### src/rtl/m_cp0.sv
// CP0 subset: SR/Cause/EPC, exception and interrupt request generation; optional PRId read under CP0_PRID_EN.
// Latency: dout/epcOut/req are combinational, state updates on the next clk edge; no backpressure.
// Reset: reset=0 asynchronously clears all state. A request (req=1) blocks the mtc0 write and eret in that cycle.
module m_cp0 #(
    parameter logic [31:0] PRID_VALUE = 32'h2023_0007
) (
    input  logic        clk,
    input  logic        reset,
    input  logic        we,
    input  logic [4:0]  addr,
    input  logic [31:0] din,
    output logic [31:0] dout,
    input  logic [31:0] vPC,
    input  logic        bdIn,
    input  logic [4:0]  excCodeIn,
    input  logic [5:0]  hwInt,
    input  logic        eret,
    output logic [31:0] epcOut,
    output logic        req
);

    logic [5:0]  im_q, im_d;
    logic        exl_q, exl_d;
    logic        ie_q, ie_d;
    logic        bd_q, bd_d;
    logic [5:0]  ip_q;
    logic [4:0]  exc_q, exc_d;
    logic [31:0] epc_q, epc_d;

    logic        int_req;
    logic        exc_req;
    logic [31:0] sr_val;
    logic [31:0] cause_val;

    assign int_req   = (|(hwInt & im_q)) & ie_q & ~exl_q;
    assign exc_req   = (excCodeIn != 5'd0) & ~exl_q;
    assign req       = int_req | exc_req;
    assign epcOut    = epc_q;
    assign sr_val    = {16'd0, im_q, 8'd0, exl_q, ie_q};
    assign cause_val = {bd_q, 15'd0, ip_q, 3'd0, exc_q, 2'd0};

    always_comb begin
        im_d  = im_q;
        exl_d = exl_q;
        ie_d  = ie_q;
        bd_d  = bd_q;
        exc_d = exc_q;
        epc_d = epc_q;
        if (req) begin
            // Interrupts outrank synchronous exceptions: ExcCode 0 whenever int_req is set.
            exl_d = 1'b1;
            bd_d  = bdIn;
            epc_d = bdIn ? (vPC - 32'd4) : vPC;
            exc_d = int_req ? 5'd0 : excCodeIn;
        end else begin
            if (we && (addr == 5'd12)) begin
                im_d  = din[15:10];
                exl_d = din[1];
                ie_d  = din[0];
            end
            if (we && (addr == 5'd14)) begin
                epc_d = din;
            end
            if (eret) begin
                exl_d = 1'b0;
            end
        end
    end

    always_ff @(posedge clk or negedge reset) begin
        if (!reset) begin
            im_q  <= 6'd0;
            exl_q <= 1'b0;
            ie_q  <= 1'b0;
            bd_q  <= 1'b0;
            ip_q  <= 6'd0;
            exc_q <= 5'd0;
            epc_q <= 32'd0;
        end else begin
            im_q  <= im_d;
            exl_q <= exl_d;
            ie_q  <= ie_d;
            bd_q  <= bd_d;
            ip_q  <= hwInt;
            exc_q <= exc_d;
            epc_q <= epc_d;
        end
    end

`ifdef CP0_PRID_EN
    always_comb begin
        dout = 32'd0;
        case (addr)
            5'd12:   dout = sr_val;
            5'd13:   dout = cause_val;
            5'd14:   dout = epc_q;
            5'd15:   dout = PRID_VALUE;
            default: dout = 32'd0;
        endcase
    end
`else
    logic unused_prid;
    assign unused_prid = ^PRID_VALUE;

    always_comb begin
        dout = 32'd0;
        case (addr)
            5'd12:   dout = sr_val;
            5'd13:   dout = cause_val;
            5'd14:   dout = epc_q;
            default: dout = 32'd0;
        endcase
    end
`endif

endmodule

### config.mk
export PLATFORM = sky130hd
export DESIGN_NAME = m_cp0
export DESIGN_NICKNAME = d
export VERILOG_FILES = /design/src/rtl/m_cp0.sv
export SDC_FILE = /design/constraint.sdc
export NUM_CORES = 1
export LEC_CHECK = 0
export CORE_AREA = 2 2 97 99
export DETAILED_ROUTE_END_ITERATION = 8
export DIE_AREA = 0 0 99 101
export GPL_TIMING_DRIVEN = 0
export PLACE_DENSITY = 0.75
export SETUP_SLACK_MARGIN = 0.05
export SLEW_MARGIN = 20
export SYNTH_ARGS = -nofsm -noshare
export SYNTH_HDL_FRONTEND = slang
export SYNTH_SLANG_ARGS = --single-unit
### constraint.sdc
create_clock -name clk -period 2.6 [get_ports clk]
set_input_delay 0.52 -clock clk [delete_from_list [all_inputs] [get_ports clk]]
set_output_delay 0.52 -clock clk [all_outputs]
set_load 0.01 [all_outputs]
==> metrics list, run 1 <==
* Outcome: complete, no violations
- Share of final-layout standard cells stronger than drive strength 1: 13.0%
* Final Cycle Share: 97.7%
- 0 antenna diodes ended up in the layout.
- Number of detailed-routing iterations run before antenna repair: 5
* Height of the die: 101 um
* Post-route setup slack: 0.0589 ns
- The Yosys step of the flow raised 0 warnings.
- Cells fill 61.6% of the core in the end.
* Cell family with most CP delay: simple AND/OR/NAND/NOR gates
- Wire length the detailed router placed on met1: 5.02 mm
* Avg Vias per Cell: 6.07
* Root buffer cell: sky130_fd_sc_hd__clkbuf_8
- Number of max-capacitance violations reported: 0
- Counting flops and latches in the post-synthesis netlist gives 52.
* Global-route wire length before repair: 20.0 mm
* CP cell instances: clkdlybuf4s50_1 > or4_4 > or4_4 > or4_1 > a31oi_1
* Maximum number of pins on one net before global-route repair: 53
- Via count: 3947
- Endpoint required time on the critical path: 2.83 ns
- Counting both buffers and inverters, the worst setup path holds a total of 1.
- Largest stage delay on the critical path: 0.58 ns
- Dividing the detail-routed wire length by the instance count gives 19.8 um.
- Amount of wire on met3 after detailed routing: 1.18 mm
- Final Hold Vio Count: 0
* Initial antenna violation count: 0
- Sink Count: 52
* Total number of placement rows: 35
- Upper clock frequency limit: 394 MHz
* Maximum buffer depth of the clock tree: 2
- CP startpoint: vPC[25]
* Number of buffers added on ports: 149
- Total length of routed wires: 12.9 mm
- Worst relative slew slack: 48.0%
- The final layout contains 624 nets.
- For this run the aggregate overflow at the end of global routing stands at 0.
* Slew @ Worst Pin: 0.780 ns
- The worst register-to-register path begins at exl_q.
* Filler cell count in the final layout: 764
* X dimension of the die: 99 um
- Most common cell after layout, fill and taps aside: sky130_fd_sc_hd__clkdlybuf4s50_1
- In this run the remaining antenna-violating nets after routing total 0.
- Routability-driven placement finished with a final weighted congestion of 0.995.
- Post-synth cell types: 44
- For this run, the total global-route usage over all layers was measured as 25.3%.
* Critical path class: in2reg
- Across all register-to-register paths, the minimum setup slack is 0.44 ns.
- Gate Count Post-Synth: 368
- Across the VDD grid, the largest voltage drop is 272 uV.
* Leak: 2.38 nW
* Most frequent cell on the critical path: sky130_fd_sc_hd__or4_4
- Worst EP arrival: 2.77 ns
* Setup repair after global routing missed its margin: true
* Most frequent cells in the layout: sky130_fd_sc_hd__clkdlybuf4s50_1, sky130_fd_sc_hd__dfrtp_1, sky130_fd_sc_hd__mux2i_1
- Remaining design rule violation count: 0
- After clock tree synthesis, the clock-pin slew on the worst setup and hold paths is 0.11 ns.
* Core outline area: 0.00898 sq mm
- For the worst flop-to-flop path, the logic depth is 6.
- The HPWL after detailed placement is 9.50 mm.
* Effective utilization at floorplan: 39.0%
* Power Total: 3.82 mW
- Worst clock skew: 0.00878 ns
- CTS tree: yes
- Final number of max-transition violations: 0
- The worst hold path belongs to the class in2async.
- Total setup violations reported at the end of the flow: 0
* Final standard cell count with taps included and fillers excluded: 650
- Async set-or-reset flop fraction in the synthesized netlist: 100%
* Avg Cell Area, Syn: 9.51 sq um
* Share of the yosys chip area belonging to registers: 37.2%
- The cell area that synthesis handed to floorplanning was 0.00350 sq mm.
* Syn nets: 454
- Compared with the post-synthesis result, the final layout area differs by 58.0%.
- Placement Setup Slack: -1.51 ns
- The number of placed instances, taps included, is 628.
- In this run the number of H-tree levels came out at 2.
- Dividing total power by cell area gives a power density of 691 mW/mm^2.
- Clk Latency, worst-skew pair: 0.32 ns
- Along the worst path, the maximum fanout reaches 5.
- # IOs: 150
- The die covers 0.0100 sq mm.
* Total clock buffers created by CTS: 5
* Crit path max-delay cell type: sky130_fd_sc_hd__or4_4
- The worst register-to-register path ends at im_q[2].
* Element type at the critical path start: input port
- The worst path in the final design needs a cycle of 2.54 ns, including I/O delays and setup.
- The most used flip-flop cell after synthesis is sky130_fd_sc_hd__dfrtp_1.
* Length of routed met2 wiring: 6.43 mm
* Number of enable-type register cells in the synthesized netlist: 0
* Critical Path Sink Type: flip-flop
- Number of design-rule violations left by the first detailed-router iteration: 210
- Highest signal layer in the routed design: met4
- The number of hold buffers added after CTS was 0.
- The via count of the first global-routing pass came to 3937.
-- worst max-delay path by stage --
stage / endpoint / cells after the start
final: epcOut[31] / 5
after global routing: epcOut[31] / 5
after CTS: req / 6
after detailed placement: dout[15] / 9
after global placement: dout[15] / 9
after floorplan: dout[0] / 6
-- Yosys cell counts (11+ instances only) --
master	n	area [sq um]
sky130_fd_sc_hd__clkbuf_1	29	109
sky130_fd_sc_hd__nor2_1	11	41.3
sky130_fd_sc_hd__o21ai_1	13	65.1
sky130_fd_sc_hd__a31oi_1	20	125
sky130_fd_sc_hd__mux2i_1	29	290
sky130_fd_sc_hd__nor4bb_1	19	190
sky130_fd_sc_hd__and3_1	18	113
sky130_fd_sc_hd__nand4_1	22	138
sky130_fd_sc_hd__dfrtp_1	52	1300
sky130_fd_sc_hd__nand2_1	11	41.3
sky130_fd_sc_hd__or3_1	15	93.8
sky130_fd_sc_hd__o31ai_1	28	210
-- cells by family (layout without fill, tap and decap cells) --
logic type                 Yosys count  count (layout)  synth area share, %
adders and majority gates            1               1                0.357
and+or+nand+nor                    140             140                 26.7
DFF                                 52              52                 37.2
xor gates and xnor gates            10              10                 2.50
buffers and inverters               40             211                 4.36
muxes                               41              41                 12.2
AOI/OAI and AO/OA                   84              84                 16.7
-- per-layer routing --
| layer | global-route usage, % | vias up |
|---|---|---|
| li1 | - | 1797 |
| met1 | 31.1 | 1908 |
| met2 | 43.9 | 215 |
| met3 | 5.20 | 27 |
| met4 | 9.38 | 0 |
| met5 | 0 | - |
-- where the power goes --
group | internal, mW | total [mW] | leakage, nW | switching (mW)
clock | 0.199 | 0.506 | 0.0463 | 0.308
combinational | 1.03 | 1.89 | 1.73 | 0.857
sequential | 1.15 | 1.43 | 0.608 | 0.278
-- flip-flops by register name, indices dropped and copies added (netlist names) --
signal	count
epcOut	32
exc_q	5
bd_q	1
ip_q	6
exl_q	1
ie_q	1
im_q	6
-- final cells by class --
class	count	area [sq um]	share of cell area, %
Buffer	33	235	4.26
Inverter	6	22.5	0.407
Sequential cell	52	1300	23.5
Tap cell	111	139	2.51
Timing Repair Buffer	164	1570	28.5
Clock buffer	5	68.8	1.24
Clock inverter	3	27.5	0.498
Multi-Input combinational cell	276	2160	39.1
-- stage by stage --
| step | setup TNS (ns) | hold slack [ns] | instance area (sq um) |
|---|---|---|---|
| final | 0 | 0.237 | 5530 |
| after global routing | 0 | 0.276 | 5530 |
| after CTS | 0 | 0.254 | 5490 |
| after detailed placement | -49.69 | 0.470 | 5130 |
| after global placement | -75.72 | 0.463 | 5130 |
| after floorplan | 0 | 0.224 | 3500 |
-- what timing repair did --
action	CTS	global route
pin swaps	5	3
gates resized for setup	94	25
gates cloned	0	0
buffers inserted	15	0
setup endpoints to repair	60	30
No activity file was read; power rests on OpenSTA's default activity.
==> run 2: changes to the inputs <==
--- a/config.mk
+++ b/config.mk
@@ -9,7 +9,7 @@
 export DETAILED_ROUTE_END_ITERATION = 8
 export DIE_AREA = 0 0 99 101
 export GPL_TIMING_DRIVEN = 0
-export PLACE_DENSITY = 0.75
+export PLACE_DENSITY = 0.81
 export SETUP_SLACK_MARGIN = 0.05
 export SLEW_MARGIN = 20
 export SYNTH_ARGS = -nofsm -noshare
==> run 2 against run 1 <==
Critical endpoint unchanged. Largest cell class unchanged. Total power fell by 0.31%. Global-route usage fell by 0.65 points. Final area rose by 0.59%. Utilization rose by 0.36 points. Clock skew barely moved. Maximum frequency rose by 0.82%. Combinational power barely moved.
==> metrics list, run 2 (synthesis gave the netlist of run 1 again) <==
* Maximum number of pins on one net before global-route repair: 53
* Power Total: 3.81 mW
- CP startpoint: vPC[25]
- In the final design database the tool counted 623 nets.
* Remaining design rule violation count: 0
* Worst R2R Path Depth: 5
* Outcome: complete, no violations
- Post-place instance area: 0.00513 sq mm
- Crit Reg-Reg Startpoint: exl_q
- CP cell instances: clkdlybuf4s50_1 > or4_4 > or4_4 > or4_1 > a31oi_1
* Worst-path clk slew: 0.10 ns
* Post-route setup slack: 0.0796 ns
* CP endpoint: epcOut[31]
- Effective utilization at floorplan: 39.0%
- Across the run, the number of max-cap violations was 0.
* Most common cell after layout, fill and taps aside: sky130_fd_sc_hd__clkdlybuf4s50_1
* Post-route core utilization: 61.9%
* Element type at the critical path start: input port
* Total number of placement rows: 35
- After legalization and detailed placement, the total HPWL measured 9.50 mm.
- CTS tree: yes
- On the critical path, the stage with the largest delay is an instance of sky130_fd_sc_hd__or4_4.
- Hold buffer count at CTS: 0
* Final Hold Vio Count: 0
- In the final routed layout, each cell accounts on average for 19.9 um.
* Worst EP arrival: 2.75 ns
* Maximum buffer depth of the clock tree: 2
- The via count of the first global-routing pass was 3867.
- Reg2Reg Capture Point: im_q[4]
* Power density over the cells: 685 mW/mm^2
- Placement Setup Slack: -1.42 ns
* Cell family with most CP delay: simple AND/OR/NAND/NOR gates
- The die is 99 um wide.
- In the finished design, the share of the clock period the worst path needs comes to 96.9%.
* Area Overhead vs Synth: 58.9%
* Most frequent cell on the critical path: sky130_fd_sc_hd__or4_4
- Number of buffers added on ports: 149
* Post-route design area: 0.00556 sq mm
* Number of design-rule violations left by the first detailed-router iteration: 203
- The count of nets left with antenna violations once routing finished came out at 0.
- Excluding fillers, the count of instances in the completed layout stands at 649.
* Total length of routed wires: 12.9 mm
* Number of buffers and inverters on the critical path: 1
- The floorplan step defined a die boundary enclosing 0.0100 sq mm.
- The number of antenna diodes in the final layout is 0.
- CTS H-Tree Depth: 2
- The register with the most flip-flops in the layout has 32 of them.
* Worst IR drop on VDD: 349 uV
- Counting buffers and inverters, the worst setup path is 5 cells deep.
- The largest single stage delay on the critical path is 0.58 ns.
- In this run the vertical extent of the chip is 101 um.
- Grt ovf: 0
- The tree is rooted in a sky130_fd_sc_hd__clkbuf_8.
* Global Route Usage Sum: 24.7%
- Core outline area: 0.00898 sq mm
- Share of final-layout standard cells stronger than drive strength 1: 13.4%
- Counting every sink on the clock net gives 52.
* Slew @ Worst Pin: 0.854 ns
- The library cells used most frequently in the layout, excluding fill and tap cells, are sky130_fd_sc_hd__clkdlybuf4s50_1, sky130_fd_sc_hd__dfrtp_1, sky130_fd_sc_hd__mux2i_1.
* Clk Latency, worst-skew pair: 0.31 ns
- The tightest min-delay check is of the in2async type.
- In the routed layout, each cell is associated on average with a via count of 6.08.
- On the final layout, the worst clock skew is 0.00887 ns.
* Biggest fanout along the worst timing path: 5
- Upper clock frequency limit: 397 MHz
- Leak: 2.54 nW
- Clock tree synthesis inserted a total of 5 buffers.
* Via count: 3943
- Pin placement for this block handled 150 I/O pins.
- STA classifies the critical path endpoint as a flip-flop.
* R2R Setup Slk: 0.49 ns
* Post-layout min period: 2.52 ns
- Initial antenna violation count: 0
- Endpoint required time on the critical path: 2.83 ns
* Number of detailed-routing iterations run before antenna repair: 5
- Setup repair after global routing missed its margin: true
* Final number of max-transition violations: 0
* Global-route wire length before repair: 19.6 mm
- DP Cell Count: 628
- Worst relative slew slack: 43.1%
- Final estimated routing congestion in global placement: 0.872
* Total setup violations reported at the end of the flow: 0
* Critical path class: in2reg
==> run 2: cell count changes in the layout (fill, tap and decap cells not counted), sizes merged, moves of 4 or more <==
cell	before	now
dlymetal6s2s	7	14
clkbuf	36	32
clkdlybuf4s15	8	4
clkdlybuf4s50	109	103
buf	23	30
==> run 2: repair_timing <==
item,in CTS,in global routing
endpoints found under the hold margin,0,0
cloned,0,0
setup endpoints to repair,57,28
buffers inserted,11,3
pin swaps,6,4
resized for setup,118,25
==> run 2: worst min-delay path by stage <==
| stage | from | endpoint | cells past startpoint |
|---|---|---|---|
| 2_1_floorplan | reset | bd_q | 0 |
| 3_3_place_gp | exc_q[1] | exc_q[1] | 1 |
| 3_5_place_dp | exc_q[1] | exc_q[1] | 1 |
| 4_1_cts | reset | epcOut[11] | 1 |
| 5_1_grt | reset | epcOut[0] | 1 |
| 6_report | reset | ip_q[1] | 1 |
==> run 2: layout make-up <==
class                      instances  area (sq um)
fill                             731          3420
clock inverter                     3          26.3
clock buffer                       5          68.8
timing repair buffer             163          1570
buffer                            33           262
tap                              111           139
sequential                        52          1300
inverter                           6          22.5
multi-input combinational        276          2170
==> run 2: where the power goes <==
group          switching (mW)  internal, mW  leakage (nW)
Clock                   0.287         0.197        0.0487
Sequential              0.283          1.15         0.608
Combinational           0.863          1.03          1.89
Total                    1.43          2.37          2.54
==> run 2: layer usage <==
layer	global-route usage [%]	share of wire (%)	vias up
met5	0	0	-
met4	7.90	2.0	0
met3	3.88	9.4	27
met2	42.0	49	230
met1	32.2	39	1895
li1	-	-	1791
==> run 2: metrics by stage <==
step / hold WS, ns / TNS, ns
finish: 0.228 / 0
detailed placement: 0.471 / -49.85
global route: 0.271 / 0
floorplan: 0.224 / 0
global placement: 0.466 / -71.77
CTS: 0.258 / 0
==> run 3: changes to the inputs <==
--- a/config.mk
+++ b/config.mk
@@ -9,9 +9,10 @@
 export DETAILED_ROUTE_END_ITERATION = 8
 export DIE_AREA = 0 0 99 101
 export GPL_TIMING_DRIVEN = 0
-export PLACE_DENSITY = 0.81
+export PLACE_DENSITY = 0.75
 export SETUP_SLACK_MARGIN = 0.05
 export SLEW_MARGIN = 20
 export SYNTH_ARGS = -nofsm -noshare
 export SYNTH_HDL_FRONTEND = slang
 export SYNTH_SLANG_ARGS = --single-unit
+export TNS_END_PERCENT = 1
==> run 3 against run 2 <==
Total power barely moved. Critical endpoint unchanged. Non-clock buffer count fell by 1. Utilization fell by 0.93 points. Combinational power barely moved. Largest cell class unchanged. Sequential share of layout area rose by 0.36 points. Highest routed layer unchanged. Critical path depth did not move.
==> metrics list, run 3 (synthesis gave the netlist of run 1 again) <==
- Outcome: complete, no violations
* CTS H-Tree Depth: 2
- Endpoint required time on the critical path: 2.83 ns
* Worst R2R Path Depth: 6
- Total setup violations reported at the end of the flow: 0
- Buffers inserted to repair hold after CTS numbered 0.
- The root buffer cell chosen for the clock tree is sky130_fd_sc_hd__clkbuf_8.
- Traced cell by cell, the critical path runs through clkdlybuf4s50_1 > or4_4 > or4_4 > or4_1 > a31oi_1.
- Largest register FFs: 32
- Element type at the critical path start: input port
- Grt ovf: 0
- During placement, the flow inserted port buffers numbering 149.
- From synthesis to final layout, the design area changed by 56.5%.
- 0 antenna diodes ended up in the layout.
- Worst Hold Margin: 0.240 ns
* Final estimated routing congestion in global placement: 0.995
- The placed instances occupy a cell area of 0.00513 sq mm.
- Remaining design rule violation count: 0
- Post-layout min period: 2.55 ns
* Core outline area: 0.00898 sq mm
- VDD sags by at most 269 uV.
- Once detail routing completed, the nets flagged for antenna violations numbered 0.
- Number of detailed-routing iterations run before antenna repair: 4
- Most common cell after layout, fill and taps aside: sky130_fd_sc_hd__clkdlybuf4s50_1
* Worst relative slew slack: 49.5%
* Upper clock frequency limit: 393 MHz
* Total number of placement rows: 35
- Global routing used 25.2% of the available tracks across all layers.
* Clk Latency, worst-skew pair: 0.32 ns
- In this run the worst path has a maximum fanout of 5.
- The final critical path takes up 97.9% of the cycle.
- Crit path max-delay cell type: sky130_fd_sc_hd__or4_4
* Share of final-layout standard cells stronger than drive strength 1: 13.8%
- Setup repair after global routing could not meet its margin everywhere.
* CTS tree: yes
- Dividing total power by cell area gives a power density of 695 mW/mm^2.
- From left edge to right edge, the die measures 99 um.
* Total clock buffers created by CTS: 5
- Avg Vias per Cell: 5.98
- Summed over all cells, the static leakage comes to 2.42 nW.
- The final layout contains 622 nets.
* Worst-path clk slew: 0.11 ns
- Global-route wire length before repair: 19.9 mm
* Most frequent cells in the layout: sky130_fd_sc_hd__clkdlybuf4s50_1, sky130_fd_sc_hd__dfrtp_1, sky130_fd_sc_hd__mux2i_1
- The via count of the first global-routing pass was 3923.
- Path type of the worst min-delay path: in2async
- The number of antenna violations at the first check in global routing came to 0.
* Final number of max-transition violations: 0
- Final Hold Vio Count: 0
* Worst EP arrival: 2.78 ns
* Post-route design area: 0.00548 sq mm
* Die footprint: 0.0100 sq mm
- Height of the die: 101 um
- Across the routed clock network, the largest skew measured is 0.0108 ns.
- Via count: 3872
* Half-perimeter wire length after placement: 9.50 mm
- Critical Path Sink Type: flip-flop
* Number of design-rule violations left by the first detailed-router iteration: 204
* Largest stage delay on the critical path: 0.58 ns
- Max-cap violations in this run came to 0.
- Slew @ Worst Pin: 0.758 ns
- The initial utilization of the core area, before any placement, comes to 39.0%.
* Most frequent cell on the critical path: sky130_fd_sc_hd__or4_4
- Entering global routing, the biggest net connects 53 pins.
- Counting along the longest clock path gives a buffer depth of 2.
- Sink Count: 52
- Final routed wire length divided by cell count: 19.7 um
- # IOs: 150
- Critical path class: in2reg
- The final layout contains routed wiring with a total length of 12.8 mm.
## run 3: changes by cell type in the layout (fill, tap and decap cells not counted), moves of 2 or more
| cell | before | now |
|---|---|---|
| sky130_fd_sc_hd__dlymetal6s2s_1 | 14 | 8 |
| sky130_fd_sc_hd__dlygate4sd2_1 | 18 | 23 |
| sky130_fd_sc_hd__buf_2 | 9 | 11 |
| sky130_fd_sc_hd__buf_6 | 3 | 1 |
| sky130_fd_sc_hd__clkbuf_16 | 2 | 0 |
| sky130_fd_sc_hd__clkbuf_2 | 2 | 4 |
| sky130_fd_sc_hd__clkdlybuf4s50_1 | 103 | 101 |
## run 3: final timing paths
check	startpoint	endpoint	slack [ns]
worst min register to register	exc_q[2]	exc_q[2]	0.49
min in group clk	exc_q[2]	exc_q[2]	0.49
worst max register to register	exl_q	im_q[2]	0.41
max in group asynchronous	reset	epcOut[26]	1.92
worst min-delay path	reset	exc_q[4]	0.24
worst max-delay path	vPC[25]	epcOut[31]	0.05
## run 3: per-stage QoR
step	TNS, ns	power (mW)	cells	util (%)	worst slack (ns)
floorplan	0	2.27	368	-	0.148
global placement	-75.72	3.22	628	57.1	-1.47
detailed placement	-49.69	3.27	628	57.1	-1.51
CTS	-0.0416	3.79	647	60.3	-0.0208
global route	0	4.04	648	61.0	0.00686
finish	0	3.81	648	61.0	0.0537
## run 3: final cells by class
| class | count | area, sq um |
|---|---|---|
| Fill cell | 764 | 3500 |
| Multi-Input combinational cell | 276 | 2160 |
| Timing Repair Buffer | 162 | 1520 |
| Sequential cell | 52 | 1300 |
| Buffer | 33 | 236 |
| Tap cell | 111 | 139 |
| Clock buffer | 5 | 68.8 |
| Clock inverter | 3 | 27.5 |
| Inverter | 6 | 22.5 |
## run 3: repair_timing
action | 4_1_cts | 5_1_grt
pin swaps | 5 | 5
gates resized for setup | 122 | 26
setup endpoints to repair | 60 | 40
setup buffers | 12 | 1
## run 3: power by group
part,internal [mW],leakage [nW],switching [mW]
Combinational,1.03,1.76,0.852
Clock,0.198,0.0463,0.303
Sequential,1.15,0.608,0.280
## run 3: layer usage
layer | GRT usage [%] | part of all wire, % | vias up
met3 | 4.99 | 8.4 | 24
li1 | - | - | 1790
met2 | 43.9 | 50 | 193
met5 | 0 | 0 | -
met1 | 31.0 | 40 | 1865
met4 | 9.06 | 2.1 | 0
## run 3: critical path, delay by kind of cell
| kind | cells | cell delay, ns |
|---|---|---|
| buffers and inverters | 1 | 0.48 |
| and+or+nand+nor | 3 | 1.58 |
| AOI/OAI and AO/OA | 1 | 0.20 |
